<file path="src/rtl/icecream_vend_ctrl.sv">
// Vend controller behind the recipe checker: takes an approved selection, collects
// coins, times the dispenser, then returns change or a refund.
module icecream_vend_ctrl #(
  parameter int unsigned PRICE           = 30,
  parameter int unsigned DISPENSE_CYCLES = 8,
  parameter int unsigned TIMEOUT         = 255,
  parameter int unsigned CREDIT_W        = 8
) (
  input  logic                clk,
  input  logic                rst_n,
  input  logic                order_valid,
  input  logic                Sa,
  input  logic                Sw,
  input  logic                I,
  input  logic                P,
  input  logic                y,
  input  logic                coin_valid,
  input  logic [1:0]          coin_val,
  input  logic                cancel,
  output logic                order_ready,
  output logic                busy,
  output logic [3:0]          recipe,
  output logic [CREDIT_W-1:0] credit,
  output logic                dispense,
  output logic                reject,
  output logic                change_valid,
  output logic [CREDIT_W-1:0] change_amt
);

  localparam int unsigned TMO_W  = $clog2(TIMEOUT + 1);
  localparam int unsigned DCNT_W = $clog2(DISPENSE_CYCLES + 1);

  typedef enum logic [1:0] {
    S_IDLE     = 2'd0,
    S_PAY      = 2'd1,
    S_DISPENSE = 2'd2,
    S_CHANGE   = 2'd3
  } state_e;

  state_e              state_q, state_d;
  logic [3:0]          recipe_q, recipe_d;
  logic [CREDIT_W-1:0] credit_q, credit_d;
  logic [TMO_W-1:0]    tmo_q, tmo_d;
  logic [DCNT_W-1:0]   dcnt_q, dcnt_d;
  logic                dispense_q, dispense_d;
  logic                reject_q, reject_d;
  logic                change_valid_q, change_valid_d;
  logic [CREDIT_W-1:0] change_amt_q, change_amt_d;

  logic [CREDIT_W-1:0] coin_amt_c;
  logic [CREDIT_W:0]   coin_sum_c;
  logic [CREDIT_W-1:0] credit_add_c;
  logic [CREDIT_W-1:0] refund_c;
  logic [TMO_W-1:0]    tmo_inc_c;

  // Coin decode and saturating credit accumulation
  always_comb begin
    coin_amt_c = CREDIT_W'(5);
    case (coin_val)
      2'b00:   coin_amt_c = CREDIT_W'(5);
      2'b01:   coin_amt_c = CREDIT_W'(10);
      2'b10:   coin_amt_c = CREDIT_W'(20);
      default: coin_amt_c = CREDIT_W'(50);
    endcase
    coin_sum_c   = {1'b0, credit_q} + {1'b0, coin_amt_c};
    credit_add_c = coin_sum_c[CREDIT_W] ? '1 : coin_sum_c[CREDIT_W-1:0];
    refund_c     = coin_valid ? credit_add_c : credit_q;
    tmo_inc_c    = tmo_q + TMO_W'(1);
  end

  // Next-state and registered-output logic
  always_comb begin
    state_d        = state_q;
    recipe_d       = recipe_q;
    credit_d       = credit_q;
    tmo_d          = tmo_q;
    dcnt_d         = dcnt_q;
    dispense_d     = 1'b0;
    reject_d       = 1'b0;
    change_valid_d = 1'b0;
    change_amt_d   = '0;

    case (state_q)
      S_IDLE: begin
        if (order_valid) begin
          if (y) begin
            recipe_d = {Sa, Sw, I, P};
            credit_d = '0;
            tmo_d    = '0;
            state_d  = S_PAY;
          end else begin
            reject_d = 1'b1;
          end
        end
      end

      S_PAY: begin
        if (coin_valid) begin
          credit_d = credit_add_c;
          tmo_d    = '0;
        end else begin
          tmo_d = tmo_inc_c;
        end
        // Cancel wins over a coin that would have reached the price
        if (cancel) begin
          state_d        = S_CHANGE;
          change_valid_d = (refund_c != '0);
          change_amt_d   = refund_c;
        end else if (coin_valid && (credit_add_c >= CREDIT_W'(PRICE))) begin
          state_d    = S_DISPENSE;
          dcnt_d     = DCNT_W'(DISPENSE_CYCLES);
          dispense_d = 1'b1;
        end else if (!coin_valid && (tmo_inc_c == TMO_W'(TIMEOUT))) begin
          state_d        = S_CHANGE;
          change_valid_d = (credit_q != '0);
          change_amt_d   = credit_q;
        end
      end

      S_DISPENSE: begin
        if (dcnt_q == DCNT_W'(1)) begin
          state_d        = S_CHANGE;
          change_valid_d = (credit_q != CREDIT_W'(PRICE));
          change_amt_d   = credit_q - CREDIT_W'(PRICE);
        end else begin
          dcnt_d     = dcnt_q - DCNT_W'(1);
          dispense_d = 1'b1;
        end
      end

      S_CHANGE: begin
        state_d  = S_IDLE;
        credit_d = '0;
      end

      default: state_d = S_IDLE;
    endcase
  end

  always_ff @(posedge clk) begin
    if (!rst_n) begin
      state_q        <= S_IDLE;
      recipe_q       <= '0;
      credit_q       <= '0;
      tmo_q          <= '0;
      dcnt_q         <= '0;
      dispense_q     <= 1'b0;
      reject_q       <= 1'b0;
      change_valid_q <= 1'b0;
      change_amt_q   <= '0;
    end else begin
      state_q        <= state_d;
      recipe_q       <= recipe_d;
      credit_q       <= credit_d;
      tmo_q          <= tmo_d;
      dcnt_q         <= dcnt_d;
      dispense_q     <= dispense_d;
      reject_q       <= reject_d;
      change_valid_q <= change_valid_d;
      change_amt_q   <= change_amt_d;
    end
  end

  assign order_ready  = (state_q == S_IDLE);
  assign busy         = (state_q != S_IDLE);
  assign recipe       = recipe_q;
  assign credit       = credit_q;
  assign dispense     = dispense_q;
  assign reject       = reject_q;
  assign change_valid = change_valid_q;
  assign change_amt   = change_amt_q;

endmodule

</file>
<file path="config.mk">
export PLATFORM = sky130hd
export DESIGN_NAME = icecream_vend_ctrl
export DESIGN_NICKNAME = d
export VERILOG_FILES = /design/src/rtl/icecream_vend_ctrl.sv
export SDC_FILE = /design/constraint.sdc
export NUM_CORES = 1
export LEC_CHECK = 0
export ABC_AREA = 1
export CORE_MARGIN = 3
export CORE_UTILIZATION = 50
export CTS_CLUSTER_SIZE = 16
export DETAILED_ROUTE_END_ITERATION = 7
export HOLD_SLACK_MARGIN = 0.05
export MAX_ROUTING_LAYER = met4
export PLACE_DENSITY = 0.74
export SETUP_SLACK_MARGIN = 0.02
export SYNTH_ARGS = -nofsm -noshare
export SYNTH_HDL_FRONTEND = slang
export SYNTH_SLANG_ARGS = --single-unit
</file>
<file path="constraint.sdc">
create_clock -name clk -period 2.6 [get_ports clk]
set_input_delay 0.26 -clock clk [delete_from_list [all_inputs] [get_ports clk]]
set_output_delay 0.26 -clock clk [all_outputs]
set_load 0.01 [all_outputs]
</file>
==> results of run 1 <==
per-stage QoR:
| step | hold slack [ns] | worst slack (ns) | power (mW) | instance area, um^2 |
|---|---|---|---|---|
| floorplan | 0.332 | 0.407 | 1.28 | 2540 |
| finish | 0.443 | 0.235 | 2.03 | 3200 |
| global route | 0.474 | 0.0369 | 2.19 | 3200 |
| CTS | 0.445 | 0.153 | 2.01 | 3170 |
| global placement | 0.432 | -0.0408 | 1.55 | 3070 |
| detailed placement | 0.433 | -0.135 | 1.57 | 3070 |
cell usage after synthesis (all sizes together):
library cell  count
a21oi            44
a22oi             1
a2bb2oi           1
a31o              1
buf               2
clkbuf            7
clkinv            1
dfxtp            37
fa                1
ha               14
inv              52
nand2           109
nand3            34
nand4            10
nor2             33
nor3              5
o211ai            2
o21a              2
o21ai            24
o21bai            2
o31ai             1
or2               4
xnor2             2
xor2              4
power groups by stage:
| stage | clock, mW | combinational (mW) | sequential (mW) |
|---|---|---|---|
| 6_report | 0.435 | 0.924 | 0.676 |
| 5_1_grt | 0.467 | 1.04 | 0.681 |
| 4_1_cts | 0.441 | 0.894 | 0.673 |
| 3_5_place_dp | 0 | 0.888 | 0.685 |
| 3_3_place_gp | 0 | 0.868 | 0.682 |
| 2_1_floorplan | 0 | 0.585 | 0.691 |
cells by family (layout without fill, tap and decap cells):
group	Yosys count	count (layout)
flops	37	37
xor+xnor	6	6
fa+ha+maj	15	15
compound gates	78	78
simple gates	195	195
buf+inv	62	115
final cells by class:
type,count,area [um^2]
well taps,67,83.8
multi-input cells,294,1580
clock buffers,6,82.6
flip-flops and latches,37,741
clock inverters,2,13.8
inverters,53,199
fillers,455,1620
repair buffers,54,495
worst paths after layout:
path | from | to | cells past startpoint
setup / recovery | coin_val[1] | dcnt_q[0] | 19
hold / removal | recipe[1] | recipe[1] | 2
setup reg to reg | credit[0] | dcnt_q[0] | 17
hold reg to reg | recipe[1] | recipe[1] | 2
what timing repair did:
action                     4_1_cts  5_1_grt
hold endpoints to repair         0        0
buffers inserted                 0        1
setup endpoints to repair        0        7
resized for setup                0        7
flip-flops by register name, indices dropped and copies added (netlist names):
name,flops
change_amt,8
credit,8
tmo_q,8
dcnt_q,4
recipe,4
state_q,2
change_valid,1
dispense,1
reject,1
critical path, delay by kind of cell:
family / cells / cell delay, ns
adder cells (fa/ha/maj): 2 / 0.51
AND/OR/NAND/NOR: 12 / 1.00
buffers and inverters: 3 / 0.54
AO/OA/AOI/OAI: 2 / 0.20
routing by layer:
| layer | GRT usage (%) | routed length (um) | part of all wire [%] | vias up |
|---|---|---|---|---|
| met4 | 8.36 | 73 | 1.1 | 0 |
| met5 | - | 0 | 0 | - |
| li1 | - | - | - | 1378 |
| met1 | 32.3 | 3230 | 49 | 1228 |
| met3 | 4.34 | 396 | 6.0 | 5 |
| met2 | 35.5 | 2930 | 44 | 74 |
==> impl_metrics.csv, run 1 <==
group,metric,value,unit
timing,clock_skew,0.00954,ns
logic_synthesis,synth-xor-area-share,2.07,%
clock_network,h-tree-depth,2,
pwr,seq_power_share,33.2,%
logic_synthesis,syn_area,2540,um^2
final_layout,syn2layout_area_growth,26.0,%
global_routing,globalRouteOverflowTotal,0,
logic_synthesis,synth_top_family_by_area,"simple AND/OR/NAND/NOR gates",
pwr,power_density,637,nW/um^2
pwr,p_clk_share,21.4,%
min_path,hp-class,"flip-flop to flip-flop",
logic_synthesis,synth_top_area_share,29.2,%
clock_network,clk_latency,0.30,ns
setup_path,cp_cell_sequence,"clkdlybuf4s50_1, nor2_1, ha_2, inv_1, fa_2, inv_1, nand2_1, nand2_2, nand2_1, nand2_1, nand2_1, o21ai_1, nand2_1, nand3_2, nand3_2, nand2_4, nand2_4, nand2_1, a21oi_1",
final_layout,final_cell_mix,"103 x nand2_1, 50 x inv_1, 41 x a21oi_1",
setup_path,crit_fanout,6,
pwr,internal_power,1.20,mW
floorplanning,core,4820,um^2
global_routing,grt_pass1_vias,2542,
logic_synthesis,mappedNetlistNets,420,
setup_path,critPathMaxStageDelay,0.42,ns
timing,grt_setup_unrepaired,"no",
setup_path,path_class,"input port to flip-flop",
route,first_pass_iters,5,
setup_path,critPathLaunchType,"input port",
logic_synthesis,synthSimpleGateAreaFrac,34.4,%
clock_network,cts_tree,"done",
global_routing,grt_max_degree,20,
route,vias,2685,
final_layout,final_common_cell,"nand2_1",
pwr,vdd_ir_drop_max,358,uV
logic_synthesis,ys_types,36,
timing,setup_tns,0,ns
setup_path,r2r_slack,0.36,ns
placement,dp.cells,504,
logic_synthesis,ys_warn_count,0,
logic_synthesis,syn_avg_cell_area,6.45,um^2
global_routing,antenna_found_initial,0,
timing,slew_viol_final,0,
run,drv_cap,0,
clock_network,clkTransAtPathRegs,0.08,ns
logic_synthesis,yosysTopAreaCell,"dfxtp_1",
pwr,p_leak,1.36,nW
route,wl_per_cell,12.9,um
placement,io_buffers,36,
timing,worstMarginPinSlew,0.730,ns
clock_network,numCtsBuffers,5,
setup_path,critPathArrivalTime,2.54,ns
logic_synthesis,synth_compound_area_share,17.2,%
placement,hpwl,5020,um
floorplanning,die-area,5960,um^2
timing,slew_headroom,50.8,%
setup_path,cpMostUsedCell,"nand2_1",
clock_network,root_buffer,"clkbuf_8",
clock_network,clock_sinks,37,
timing,fmaxAchievable,0.423,GHz
floorplanning,rows,25,
pwr,switching_power,0.832,mW
logic_synthesis,synth_area_leaders,"dfxtp_1 29%, nand2_1 15%, a21oi_1 8.1%, inv_1 7.4%, ha_1 6.9%",
final_layout,layout.nets,472,
logic_synthesis,muxShareOfSynthArea,0,%
placement,gp_congestion,0.930,
final_layout,diodes,0,
logic_synthesis,yosys.area_share.adder,7.70,%
global_routing,grtUsageTotal,23.8,%
route,routed_wl,6630,um
timing,period_needed,2.36,ns
timing,hold_viol_final,0,
pwr,p_comb_share,45.4,%
floorplanning,fp.dieH,77.2,um
clock_network,cts_buffer_depth,2,
clock_network,cts_hold_buffers,0,
route,ant_nets,0,
final_layout,final_core_util,66.3,%
setup_path,critPathRequiredTime,2.77,ns
setup_path,crit_path_end_kind,"flip-flop",
global_routing,grt_pass1_wl,11500,um
floorplanning,die_w,77.2,um
floorplanning,start_util,52.6,%
timing,setup_violations,0,
final_layout,fin_cells,513,
outcome,outcome,"complete, no violations",
logic_synthesis,ys_seq_area_share,29.2,%
logic_synthesis,synth_cells,393,
setup_path,slowest_stage,"clkdlybuf4s50_1",
route,drtIter0Drc,271,
route,drcViolationCount,0,
logic_synthesis,synth_seq_cells,37,
route,via_per_inst,5.23,
floorplanning,ios,37,
final_layout,drive_above_1_share,12.1,%
pwr,swShare,40.9,%
timing,final.period_utilization,90.9,%
(Power assumes the default switching activity.)
==> inputs of run 2 (changes only) <==
--- a/config.mk
+++ b/config.mk
@@ -10,6 +10,7 @@
 export CORE_UTILIZATION = 50
 export CTS_CLUSTER_SIZE = 16
 export DETAILED_ROUTE_END_ITERATION = 7
+export GPL_TIMING_DRIVEN = 0
 export HOLD_SLACK_MARGIN = 0.05
 export MAX_ROUTING_LAYER = met4
 export PLACE_DENSITY = 0.74
==> impl_metrics.csv, run 2 (synthesis gave the netlist of run 1 again) <==
group,metric,value,unit
timing,setup_violations,0,
floorplanning,start_util,52.6,%
pwr,vdd_ir_drop_max,365,uV
outcome,outcome,"complete, no violations",
route,via_per_inst,5.29,
route,drcViolationCount,0,
floorplanning,ios,37,
timing,setup_tns,0,ns
placement,gp_congestion,0.889,
global_routing,antenna_found_initial,0,
clock_network,root_buffer,"clkbuf_8",
final_layout,drive_above_1_share,9.40,%
global_routing,globalRouteOverflowTotal,0,
pwr,seq_power_share,31.3,%
route,drtIter0Drc,204,
setup_path,cp_top_family,"simple AND/OR/NAND/NOR gates",
setup_path,critPathLaunchType,"flip-flop",
placement,hpwl,4650,um
global_routing,grt_max_degree,14,
setup_path,r2r_slack,0.30,ns
timing,fin_ws,0.297,ns
timing,slew_viol_final,0,
global_routing,grt_pass1_wl,10700,um
clock_network,clkTransAtPathRegs,0.09,ns
setup_path,critPathArrivalTime,2.47,ns
final_layout,final_common_cell,"nand2_1",
placement,pre_cts_ws,-0.295,ns
setup_path,worstPathBufferInverterCount,3,
clock_network,cts_tree,"done",
clock_network,numCtsBuffers,5,
final_layout,layout.nets,462,
final_layout,syn2layout_area_growth,23.0,%
setup_path,r2r_end,"dcnt_q[3]",
final_layout,final_core_util,64.8,%
setup_path,critPathMaxStageDelay,0.38,ns
floorplanning,die-area,5960,um^2
min_path,hp-class,"input port to flip-flop",
floorplanning,core,4820,um^2
route,vias,2661,
run,drv_cap,0,
timing,fmaxAchievable,0.434,GHz
clock_network,cts_buffer_depth,2,
timing,period_needed,2.30,ns
min_path,hold_end,"dcnt_q[1]",
placement,io_buffers,34,
setup_path,cpMostUsedCell,"nand2_2",
min_path,worstHoldPathCells,3,
timing,hold_viol_final,0,
route,first_pass_iters,5,
pwr,power_density,692,nW/um^2
route,routed_wl,6070,um
global_routing,grtUsageTotal,22.1,%
min_path,hp-start,"rst_n",
setup_path,path_class,"flip-flop to flip-flop",
timing,slew_headroom,39.3,%
route,wl_per_cell,12.1,um
timing,grt_setup_unrepaired,"no",
floorplanning,rows,25,
final_layout,diodes,0,
floorplanning,die_w,77.2,um
pwr,p_leak,1.31,nW
pwr,switching_power,0.815,mW
timing,worstMarginPinSlew,0.904,ns
route,ant_nets,0,
timing,timing.hold.ws,0.377,ns
setup_path,crit_fanout,7,
setup_path,r2r-start,"credit[0]",
pwr,p_comb_share,40.2,%
setup_path,critPathRequiredTime,2.76,ns
final_layout,final_cell_mix,"103 x nand2_1, 49 x inv_1, 41 x a21oi_1",
timing,final.period_utilization,88.6,%
floorplanning,fp.dieH,77.2,um
timing,clock_skew,0.0122,ns
setup_path,crit_path_end_kind,"flip-flop",
pwr,internal_power,1.34,mW
clock_network,h-tree-depth,2,
setup_path,r2r.worst_path.cells,17,
global_routing,grt_pass1_vias,2375,
pwr,swShare,37.8,%
setup_path,cp_cell_sequence,"ha_2, inv_1, fa_2, inv_1, nand2_1, nand2_2, nand3_1, nand2_2, inv_2, o21ai_0, nand2_1, nand3_2, nand3_1, nand2_2, nand2_2, nand2_1, a21oi_1",
clock_network,clock_sinks,37,
pwr,p_clk_share,28.5,%
setup_path,slowest_stage,"dfxtp_4",
clock_network,clk_latency,0.30,ns
## run 2: changes by cell type in the layout (fill, tap and decap cells not counted), sizes merged
cell	delta
clkbuf	+6
inv	+1
bufinv	+2
clkdlybuf4s50	-4
dlygate4sd2	+1
clkinv	-2
dlymetal6s2s	+1
buf	-15
## run 2: power by group through the flow
stage | clock (mW) | sequential [mW] | combinational (mW)
after global routing | 0.653 | 0.687 | 0.981
after CTS | 0.624 | 0.675 | 0.860
after detailed placement | 0 | 0.688 | 0.855
after floorplan | 0 | 0.691 | 0.585
after global placement | 0 | 0.687 | 0.842
final | 0.616 | 0.676 | 0.868
## run 2: worst max-delay path by stage
stage	from	endpoint	slack, ns	cells past startpoint
2_1_floorplan	credit[0]	dcnt_q[0]	0.41	17
3_3_place_gp	coin_val[0]	dcnt_q[0]	-0.28	19
3_5_place_dp	coin_val[0]	dcnt_q[3]	-0.29	19
4_1_cts	coin_val[1]	dcnt_q[3]	0.04	19
5_1_grt	credit[0]	dcnt_q[2]	0.03	17
6_report	credit[0]	dcnt_q[3]	0.30	17
## run 2: final cells by class
| type | count | area [um^2] |
|---|---|---|
| Inverter | 53 | 199 |
| Timing Repair Buffer | 35 | 349 |
| Clock inverter | 3 | 68.8 |
| Tap cell | 67 | 83.8 |
| Sequential cell | 37 | 746 |
| Buffer | 9 | 38.8 |
| Clock buffer | 5 | 68.8 |
| Multi-Input combinational cell | 294 | 1570 |
| Fill cell | 471 | 1700 |
## run 2: through the flow
step,instances,area (um^2),power [mW]
final,503,3120,2.16
after global routing,503,3120,2.32
after CTS,502,3100,2.16
after detailed placement,494,2960,1.54
after global placement,494,2960,1.53
after floorplan,393,2540,1.28
## run 2: metal layers
| metal | track usage (%) | part of all wire (%) |
|---|---|---|
| met3 | 4.34 | 6.8 |
| met4 | 5.69 | 1.1 |
| met2 | 34.6 | 44 |
| met1 | 29.2 | 48 |
| met5 | - | 0 |
## run 2: timing repair
action | CTS | global route
resized for setup | 1 | 9
hold buffers | 0 | 0
pin swaps | 0 | 2
buffers inserted | 0 | 1
setup endpoints to repair | 1 | 13
## run 2: worst reg2reg max path, cell delays in order (launching register included)
cell     delay, ns
dfxtp_4       0.38
ha_2          0.19
inv_1         0.06
fa_2          0.34
inv_1         0.08
nand2_1       0.08
nand2_2       0.09
nand3_1       0.08
nand2_2       0.10
inv_2         0.07
o21ai_0       0.07
nand2_1       0.08
nand3_2       0.09
nand3_1       0.09
nand2_2       0.13
nand2_2       0.10
nand2_1       0.09
a21oi_1       0.06
